$ cat src/rtl/uart_apb_bridge_if.sv
// Register-bus signals between the UART debug bridge (sole master) and the IO-config register file.
`timescale 1ns/1ps
interface uart_apb_bridge_if;
   logic        o_penable;
   logic        o_pwrite;
   logic [31:0] o_paddr;
   logic [31:0] o_pwdata;
   logic        i_pready;
   logic [31:0] i_prdata;

   modport master (
      output o_penable, o_pwrite, o_paddr, o_pwdata,
      input  i_pready, i_prdata
   );

   modport slave (
      input  o_penable, o_pwrite, o_paddr, o_pwdata,
      output i_pready, i_prdata
   );
endinterface

$ cat src/rtl/uart_apb_bridge.sv
// UART host command frames ('W'/'R' + address [+ data]) turned into single register-bus transfers,
// with 'K', read data or 'E' serialised back to the host.
`timescale 1ns/1ps
module uart_apb_bridge #(
   parameter int unsigned TimeoutCyc = 255
) (
   input  logic              i_clk,
   input  logic              i_rst_n,
   input  logic [7:0]        c_baud_cyc,
   input  logic              i_uart_rx,
   output logic              o_uart_tx,
   uart_apb_bridge_if.master bus
);
   localparam int unsigned   TW    = $clog2(TimeoutCyc + 1);
   localparam logic [TW-1:0] TLAST = TW'(TimeoutCyc - 1);

   typedef enum logic [1:0] {RX_IDLE, RX_START, RX_DATA, RX_STOP} rx_state_t;
   typedef enum logic [2:0] {S_CMD, S_ADDR, S_WDATA, S_BUS, S_RESP} state_t;

   rx_state_t     rx_state;
   logic          rx_s1, rx_s2, rx_d;
   logic [7:0]    rx_cnt, rx_sh, half_baud;
   logic [2:0]    rx_bit;
   logic          rx_valid, rx_ferr;

   state_t        state;
   logic [1:0]    byte_cnt;
   logic [TW-1:0] tcnt;
   logic          bus_done, bus_tmo;

   logic          tx_busy;
   logic [3:0]    tx_phase;
   logic [7:0]    tx_bcnt, tx_cur;
   logic [23:0]   tx_q;
   logic [2:0]    tx_left;

   always_comb begin
      half_baud = {1'b0, c_baud_cyc[7:1]};
      bus_done  = bus.o_penable & bus.i_pready;
      bus_tmo   = bus.o_penable & ~bus.i_pready & (tcnt == TLAST);
   end

   // Receiver: start only on a real falling edge so a stop=0 frame cannot retrigger itself.
   always_ff @(posedge i_clk or negedge i_rst_n) begin
      if (!i_rst_n) begin
         rx_s1    <= 1'b1;
         rx_s2    <= 1'b1;
         rx_d     <= 1'b1;
         rx_state <= RX_IDLE;
         rx_cnt   <= '0;
         rx_sh    <= '0;
         rx_bit   <= '0;
         rx_valid <= 1'b0;
         rx_ferr  <= 1'b0;
      end else begin
         rx_s1    <= i_uart_rx;
         rx_s2    <= rx_s1;
         rx_d     <= rx_s2;
         rx_valid <= 1'b0;
         rx_ferr  <= 1'b0;
         case (rx_state)
            RX_IDLE: begin
               if (rx_d && !rx_s2) begin
                  rx_state <= RX_START;
                  rx_cnt   <= '0;
               end
            end
            RX_START: begin
               if (rx_cnt == half_baud) begin
                  rx_cnt   <= '0;
                  rx_bit   <= '0;
                  rx_state <= rx_s2 ? RX_IDLE : RX_DATA;
               end else begin
                  rx_cnt <= rx_cnt + 8'd1;
               end
            end
            RX_DATA: begin
               if (rx_cnt == c_baud_cyc) begin
                  rx_cnt <= '0;
                  rx_sh  <= {rx_s2, rx_sh[7:1]};
                  rx_bit <= rx_bit + 3'd1;
                  if (rx_bit == 3'd7) rx_state <= RX_STOP;
               end else begin
                  rx_cnt <= rx_cnt + 8'd1;
               end
            end
            RX_STOP: begin
               if (rx_cnt == c_baud_cyc) begin
                  rx_cnt   <= '0;
                  rx_valid <= rx_s2;
                  rx_ferr  <= !rx_s2;
                  rx_state <= RX_IDLE;
               end else begin
                  rx_cnt <= rx_cnt + 8'd1;
               end
            end
            default: rx_state <= RX_IDLE;
         endcase
      end
   end

   always_ff @(posedge i_clk or negedge i_rst_n) begin
      if (!i_rst_n) begin
         state        <= S_CMD;
         byte_cnt     <= '0;
         tcnt         <= '0;
         bus.o_penable <= 1'b0;
         bus.o_pwrite  <= 1'b0;
         bus.o_paddr   <= '0;
         bus.o_pwdata  <= '0;
      end else begin
         case (state)
            S_CMD: begin
               if (rx_valid && (rx_sh == 8'h57 || rx_sh == 8'h52)) begin
                  bus.o_pwrite <= (rx_sh == 8'h57);
                  byte_cnt     <= '0;
                  state        <= S_ADDR;
               end
            end
            S_ADDR: begin
               if (rx_ferr) begin
                  state <= S_CMD;
               end else if (rx_valid) begin
                  bus.o_paddr <= {bus.o_paddr[23:0], rx_sh};
                  byte_cnt    <= byte_cnt + 2'd1;
                  if (byte_cnt == 2'd3) begin
                     byte_cnt <= '0;
                     if (bus.o_pwrite) begin
                        state <= S_WDATA;
                     end else begin
                        state         <= S_BUS;
                        bus.o_penable <= 1'b1;
                        tcnt          <= '0;
                     end
                  end
               end
            end
            S_WDATA: begin
               if (rx_ferr) begin
                  state <= S_CMD;
               end else if (rx_valid) begin
                  bus.o_pwdata <= {bus.o_pwdata[23:0], rx_sh};
                  byte_cnt     <= byte_cnt + 2'd1;
                  if (byte_cnt == 2'd3) begin
                     state         <= S_BUS;
                     bus.o_penable <= 1'b1;
                     tcnt          <= '0;
                  end
               end
            end
            S_BUS: begin
               if (bus_done || bus_tmo) begin
                  bus.o_penable <= 1'b0;
                  state         <= S_RESP;
               end else begin
                  tcnt <= tcnt + TW'(1);
               end
            end
            S_RESP: begin
               if (!tx_busy) state <= S_CMD;
            end
            default: state <= S_CMD;
         endcase
      end
   end

   // Transmitter loads straight from the completing bus cycle so the start bit follows immediately.
   always_ff @(posedge i_clk or negedge i_rst_n) begin
      if (!i_rst_n) begin
         o_uart_tx <= 1'b1;
         tx_busy   <= 1'b0;
         tx_phase  <= '0;
         tx_bcnt   <= '0;
         tx_cur    <= '0;
         tx_q      <= '0;
         tx_left   <= '0;
      end else if (bus_done || bus_tmo) begin
         tx_busy   <= 1'b1;
         tx_phase  <= '0;
         tx_bcnt   <= '0;
         o_uart_tx <= 1'b0;
         if (bus_tmo) begin
            tx_cur  <= 8'h45;
            tx_q    <= '0;
            tx_left <= 3'd1;
         end else if (bus.o_pwrite) begin
            tx_cur  <= 8'h4B;
            tx_q    <= '0;
            tx_left <= 3'd1;
         end else begin
            tx_cur  <= bus.i_prdata[31:24];
            tx_q    <= bus.i_prdata[23:0];
            tx_left <= 3'd4;
         end
      end else if (tx_busy) begin
         if (tx_bcnt == c_baud_cyc) begin
            tx_bcnt <= '0;
            if (tx_phase == 4'd9) begin
               if (tx_left > 3'd1) begin
                  tx_cur    <= tx_q[23:16];
                  tx_q      <= {tx_q[15:0], 8'h00};
                  tx_left   <= tx_left - 3'd1;
                  tx_phase  <= '0;
                  o_uart_tx <= 1'b0;
               end else begin
                  tx_busy   <= 1'b0;
                  tx_left   <= '0;
                  o_uart_tx <= 1'b1;
               end
            end else begin
               tx_phase <= tx_phase + 4'd1;
               if (tx_phase == 4'd8) begin
                  o_uart_tx <= 1'b1;
               end else begin
                  o_uart_tx <= tx_cur[0];
                  tx_cur    <= {1'b0, tx_cur[7:1]};
               end
            end
         end else begin
            tx_bcnt <= tx_bcnt + 8'd1;
         end
      end
   end
endmodule

$ cat src/flat_wrapper.sv
// flat-port wrapper written by rule: the top's interface ports become plain ports
module uart_apb_bridge_flat 
#(
   parameter int unsigned TimeoutCyc = 255
)
  (i_clk, i_rst_n, c_baud_cyc, i_uart_rx, o_uart_tx, bus_o_penable, bus_o_pwrite, bus_o_paddr, bus_o_pwdata, bus_i_pready, bus_i_prdata);
  uart_apb_bridge_if bus_i ();
  input  logic i_clk;
  input  logic i_rst_n;
  input  logic [7:0] c_baud_cyc;
  input  logic i_uart_rx;
  output logic o_uart_tx;
  output wire logic [$bits(bus_i.o_penable)-1:0] bus_o_penable;
  output wire logic [$bits(bus_i.o_pwrite)-1:0] bus_o_pwrite;
  output wire logic [$bits(bus_i.o_paddr)-1:0] bus_o_paddr;
  output wire logic [$bits(bus_i.o_pwdata)-1:0] bus_o_pwdata;
  input wire logic [$bits(bus_i.i_pready)-1:0] bus_i_pready;
  input wire logic [$bits(bus_i.i_prdata)-1:0] bus_i_prdata;
  assign bus_o_penable = bus_i.o_penable;
  assign bus_o_pwrite = bus_i.o_pwrite;
  assign bus_o_paddr = bus_i.o_paddr;
  assign bus_o_pwdata = bus_i.o_pwdata;
  assign bus_i.i_pready = bus_i_pready;
  assign bus_i.i_prdata = bus_i_prdata;
  uart_apb_bridge #(.TimeoutCyc(TimeoutCyc)) u_core (.i_clk(i_clk), .i_rst_n(i_rst_n), .c_baud_cyc(c_baud_cyc), .i_uart_rx(i_uart_rx), .o_uart_tx(o_uart_tx), .bus(bus_i));
endmodule
$ cat config.mk
export PLATFORM = sky130hd
export DESIGN_NAME = uart_apb_bridge_flat
export DESIGN_NICKNAME = d
export VERILOG_FILES = /design/src/rtl/uart_apb_bridge_if.sv /design/src/rtl/uart_apb_bridge.sv /design/src/flat_wrapper.sv
export SDC_FILE = /design/constraint.sdc
export NUM_CORES = 1
export LEC_CHECK = 0
export ABC_CLOCK_PERIOD_IN_PS = 1950
export CORE_ASPECT_RATIO = 1.75
export CORE_MARGIN = 2
export CORE_UTILIZATION = 49
export CTS_CLUSTER_DIAMETER = 150
export DETAILED_ROUTE_END_ITERATION = 10
export PLACE_DENSITY = 0.86
export SLEW_MARGIN = 20
export SYNTH_ARGS = -nofsm -noshare
export SYNTH_HDL_FRONTEND = slang
export SYNTH_SLANG_ARGS = --single-unit
$ cat constraint.sdc
create_clock -name i_clk -period 1.95 [get_ports i_clk]
set_input_delay 0.195 -clock i_clk [delete_from_list [all_inputs] [get_ports i_clk]]
set_output_delay 0.195 -clock i_clk [all_outputs]
set_load 0.02 [all_outputs]
==> results list <==
- Clock Latency Late Sink: 420 ps
- The critical path is of the flip-flop to flip-flop type.
- STA puts the critical path data required time at 2300 ps.
- STA classifies the critical path startpoint as a flip-flop.
- In the synthesized netlist the async set-or-reset flop fraction comes to 100.0%.
* Per-instance average area after synthesis: roughly 11 um^2
- Detailed Route WL: 18840 um
- Worst-case vdd ir drop: between 600 and 700 uV
* Post-synth EDFFs: 0
* Die area: approximately 16000 um^2
- The clock drives 154 sinks.
- The number of clock buffers added by TritonCTS is 17.
- Number of library cell types mapped by synthesis: 61
- Fillers: 1025
* Placed cell count: 970
- Largest fanout on the critical path: 15
- Entering global routing, the biggest net connects 56 pins.
* Status: complete, but fails checks
- Worst setup EP type: flip-flop
- Clock tree synthesis selected as its root buffer the cell sky130_fd_sc_hd__clkbuf_16.
- Total count of hold-check failures in the final report: 0
* Max-cap violations: 0
* Synth warnings: 0
* Final #Nets: about 900
* IO Port Bufs: 110
- Number of global-route vias before repair: slightly above 6000
* Final period utilization: 103.3%
- The number of antenna diodes in the final layout is 0.
- Placeable core area: 14760 um^2
- In this run, synthesis produced a sequential element count of about 150.
* Number of endpoints failing setup at the final stage: 31
- Worst Clk Skew: 10.23 ps
- Before antenna repair, the detailed router went through 5 iterations.
- The congestion estimate from routability-driven global placement came to 0.8437.
- The final reports fail on setup timing.
- Max transition margin: 63.09%
* Die span in y: 165.6 um
* Maximum root-to-sink buffer count: 2
- Counting I/O delays and the setup requirement, the final critical path takes between 2000 and 2500 ps.
- CTS tree: yes
- Cell area after synthesis: 7313 um^2
* Number of H-tree branching levels: 4
* Site Rows: 59
- From synthesis to final layout, the design area changed by 38.17%.
- In this run the horizontal extent of the chip is roughly 96 um.
* Antenna-violating nets left: 0
- Total vias in the final route: about 6000
* Final-report max-slew violation count: 0
- Number of remaining DRC errors: 0
* Number of top-level pins: 111
- Derived from the worst setup path, the maximum achievable clock frequency is 496.6 MHz.
- The post-route netlist has between 20% and 30% of its cells at a drive strength greater than 1.
* Post-route setup slack: -63.87 ps
- Wire length of the first global-routing pass: between 20000 and 30000 um
* Antenna violations before repair: 0
- The number of nets handed over by synthesis was 698.
* Sum of net half-perimeters after detailed placement: 12430 um
- After detailed routing, the number of vias per cell comes to 5.892.
- In this run the power density over the cells is ~840 nW/um^2.
- Lkg Pwr: 4.504 nW
* Initial cell density of the core: 49.53%
- Placement-stage worst setup slack: -396.6 ps
- For this run, the total global-route usage over all layers was measured as 23.60%.
- Detailed-route wire length per cell: 18.54 um
- Remaining global-route overflow: 0
* Post-Layout Cell Count: 1016
* Portion of the post-synthesis area used by sequential elements: 52.76%
- Unrepaired setup endpoints after global routing: yes
* Slew at the pin closest to its max-slew limit: around 550 ps
* Path category of the worst min-delay check: input pin to flip-flop
- In the synthesized netlist, the number of instances is 642.
- Commonest register cell after synthesis: sky130_fd_sc_hd__dfrtp_1
- Clock Pin Slew Worst Setup and Hold Paths: about 70 ps
- The first routing iteration left approximately 380 violations.
- Critical path arrival: 2360 ps
cells in the mapped netlist (all sizes together) (6+ instances only):
cell type	number	share of area, %
a21oi	22	1.5
a22o	11	1.3
a2bb2oi	16	1.9
a31oi	7	0.60
buf	15	1.1
clkbuf	17	0.87
dfrtp	150	51
ha	12	2.1
inv	16	0.82
mux2	82	13
nand2	56	2.9
nand2b	6	0.51
nand3	19	1.3
nand4	14	1.4
nor2	29	1.5
nor3	12	0.82
o21ai	34	2.7
o31ai	19	2.0
xnor2	16	1.9
xor2	13	1.6
kinds of logic (layout without fill, tap and decap cells):
group | after synthesis | after routing | synth area share (%)
compound gates | 145 | 145 | 14.03
xor+xnor | 29 | 29 | 3.473
fa+ha+maj | 13 | 13 | 2.190
buf+inv | 48 | 239 | 2.823
flops | 154 | 154 | 52.76
mux | 82 | 82 | 12.63
simple gates | 171 | 171 | 12.10
critical path, cell delays in order (launching register included):
cell                      delay, ps
sky130_fd_sc_hd__dfrtp_1        400
sky130_fd_sc_hd__xor2_1         170
sky130_fd_sc_hd__nor4_4         270
sky130_fd_sc_hd__buf_4          180
sky130_fd_sc_hd__nand4_4        160
sky130_fd_sc_hd__buf_12         210
sky130_fd_sc_hd__or4_1          410
sky130_fd_sc_hd__a21oi_2        130
cells in the final DEF (no fill, tap or decap), types with 7 or more instances in the layout:
master,netlist,layout
sky130_fd_sc_hd__buf_12,0,7
sky130_fd_sc_hd__a31oi_1,7,7
sky130_fd_sc_hd__a21oi_1,22,18
sky130_fd_sc_hd__a22o_1,11,11
sky130_fd_sc_hd__mux2_2,82,77
sky130_fd_sc_hd__clkdlybuf4s50_1,0,109
sky130_fd_sc_hd__clkbuf_16,0,17
sky130_fd_sc_hd__dfrtp_1,150,148
sky130_fd_sc_hd__o21ai_0,29,28
sky130_fd_sc_hd__nand2_1,56,54
sky130_fd_sc_hd__buf_4,1,68
sky130_fd_sc_hd__nand3_1,19,19
sky130_fd_sc_hd__a2bb2oi_1,16,11
sky130_fd_sc_hd__ha_1,12,11
sky130_fd_sc_hd__nor3_1,12,10
sky130_fd_sc_hd__xor2_1,13,12
sky130_fd_sc_hd__nor2_1,29,29
sky130_fd_sc_hd__o31ai_1,19,10
sky130_fd_sc_hd__nand4_1,13,13
sky130_fd_sc_hd__inv_1,16,16
sky130_fd_sc_hd__xnor2_1,16,15
sequential cells by signal, indices dropped and copies added, names as in the netlist, 2 cells and up, named ones only:
| signal | count |
|---|---|
| u_core.tx_phase | 4 |
| u_core.tx_bcnt | 8 |
| u_core.rx_bit | 3 |
| u_core.rx_sh | 8 |
| u_core.tx_left | 3 |
| u_core.bus.o_paddr | 32 |
| u_core.state | 3 |
| u_core.tx_q | 24 |
| u_core.rx_cnt | 8 |
| u_core.tcnt | 8 |
| u_core.byte_cnt | 2 |
| u_core.bus.o_pwdata | 32 |
| u_core.tx_cur | 8 |
worst paths after layout:
kind / startpoint / endpoint / slack [ps] / depth (start not counted)
min in group asynchronous: i_rst_n / u_core.bus.o_pwdata[31]$_DFFE_PN0P_ / 280 / 2
setup reg to reg: u_core.tx_bcnt[1]$_DFFE_PN0N_ / u_core.tx_phase[2]$_DFFE_PN0P_ / -60 / 7
hold / removal: i_uart_rx / u_core.rx_s1$_DFF_PN1_ / 180 / 1
hold reg to reg: u_core.rx_s1$_DFF_PN1_ / u_core.rx_s2$_DFF_PN1_ / 360 / 0
max in group asynchronous: i_rst_n / u_core.o_uart_tx$_DFFE_PN1P_ / 950 / 3
setup / recovery: u_core.tx_bcnt[1]$_DFFE_PN0N_ / u_core.tx_phase[2]$_DFFE_PN0P_ / -60 / 7
report_power, final:
group	internal, W	total [W]	switching, W
Combinational	0.000642	0.00124	0.000596
Clock	0.00220	0.00366	0.00146
Sequential	0.00336	0.00355	0.000185
Total	0.00620	0.00844	0.00224
per-layer routing:
| layer | track usage [%] | routed length (um) | share of wire [%] |
|---|---|---|---|
| met1 | 26.45 | 6701 | 36 |
| met2 | 42.36 | 10530 | 56 |
| met3 | 4.411 | 922 | 4.9 |
| met4 | 9.982 | 680 | 3.6 |
| met5 | 0 | 0 | 0 |
through the flow:
step                      hold WS (ps)  power (W)  cell area, um^2  util [%]  TNS, ps
after floorplan                 -100.6   0.004143             7322         -        0
after global placement           197.6   0.004587             9087     61.55   -12290
after detailed placement         199.7   0.004621             9087     61.55   -14770
after CTS                        173.2   0.008303             9893     67.01   -763.1
after global routing             168.4   0.008749            10100     68.44    -3523
final                            180.8   0.008442            10100     68.44   -643.8
what timing repair did:
item	CTS	global route
setup buffers	3	9
hold buffers	1	0
cloned	0	1
pin swaps	1	9
endpoints found under the setup margin	27	48
gates resized for setup	24	32
hold endpoints to repair	48	0
layout make-up:
class                           count  area [um^2]  area share [%]
Clock buffer                       17        425.4           4.210
Tap cell                          183        229.0           2.266
Clock inverter                     15        225.2           2.229
Timing Repair Buffer              191         1817           17.98
Inverter                           16        60.06          0.5944
Multi-Input combinational cell    440         3487           34.51
Sequential cell                   154         3861           38.21
Note: power is estimated with default switching activity, not from simulation.
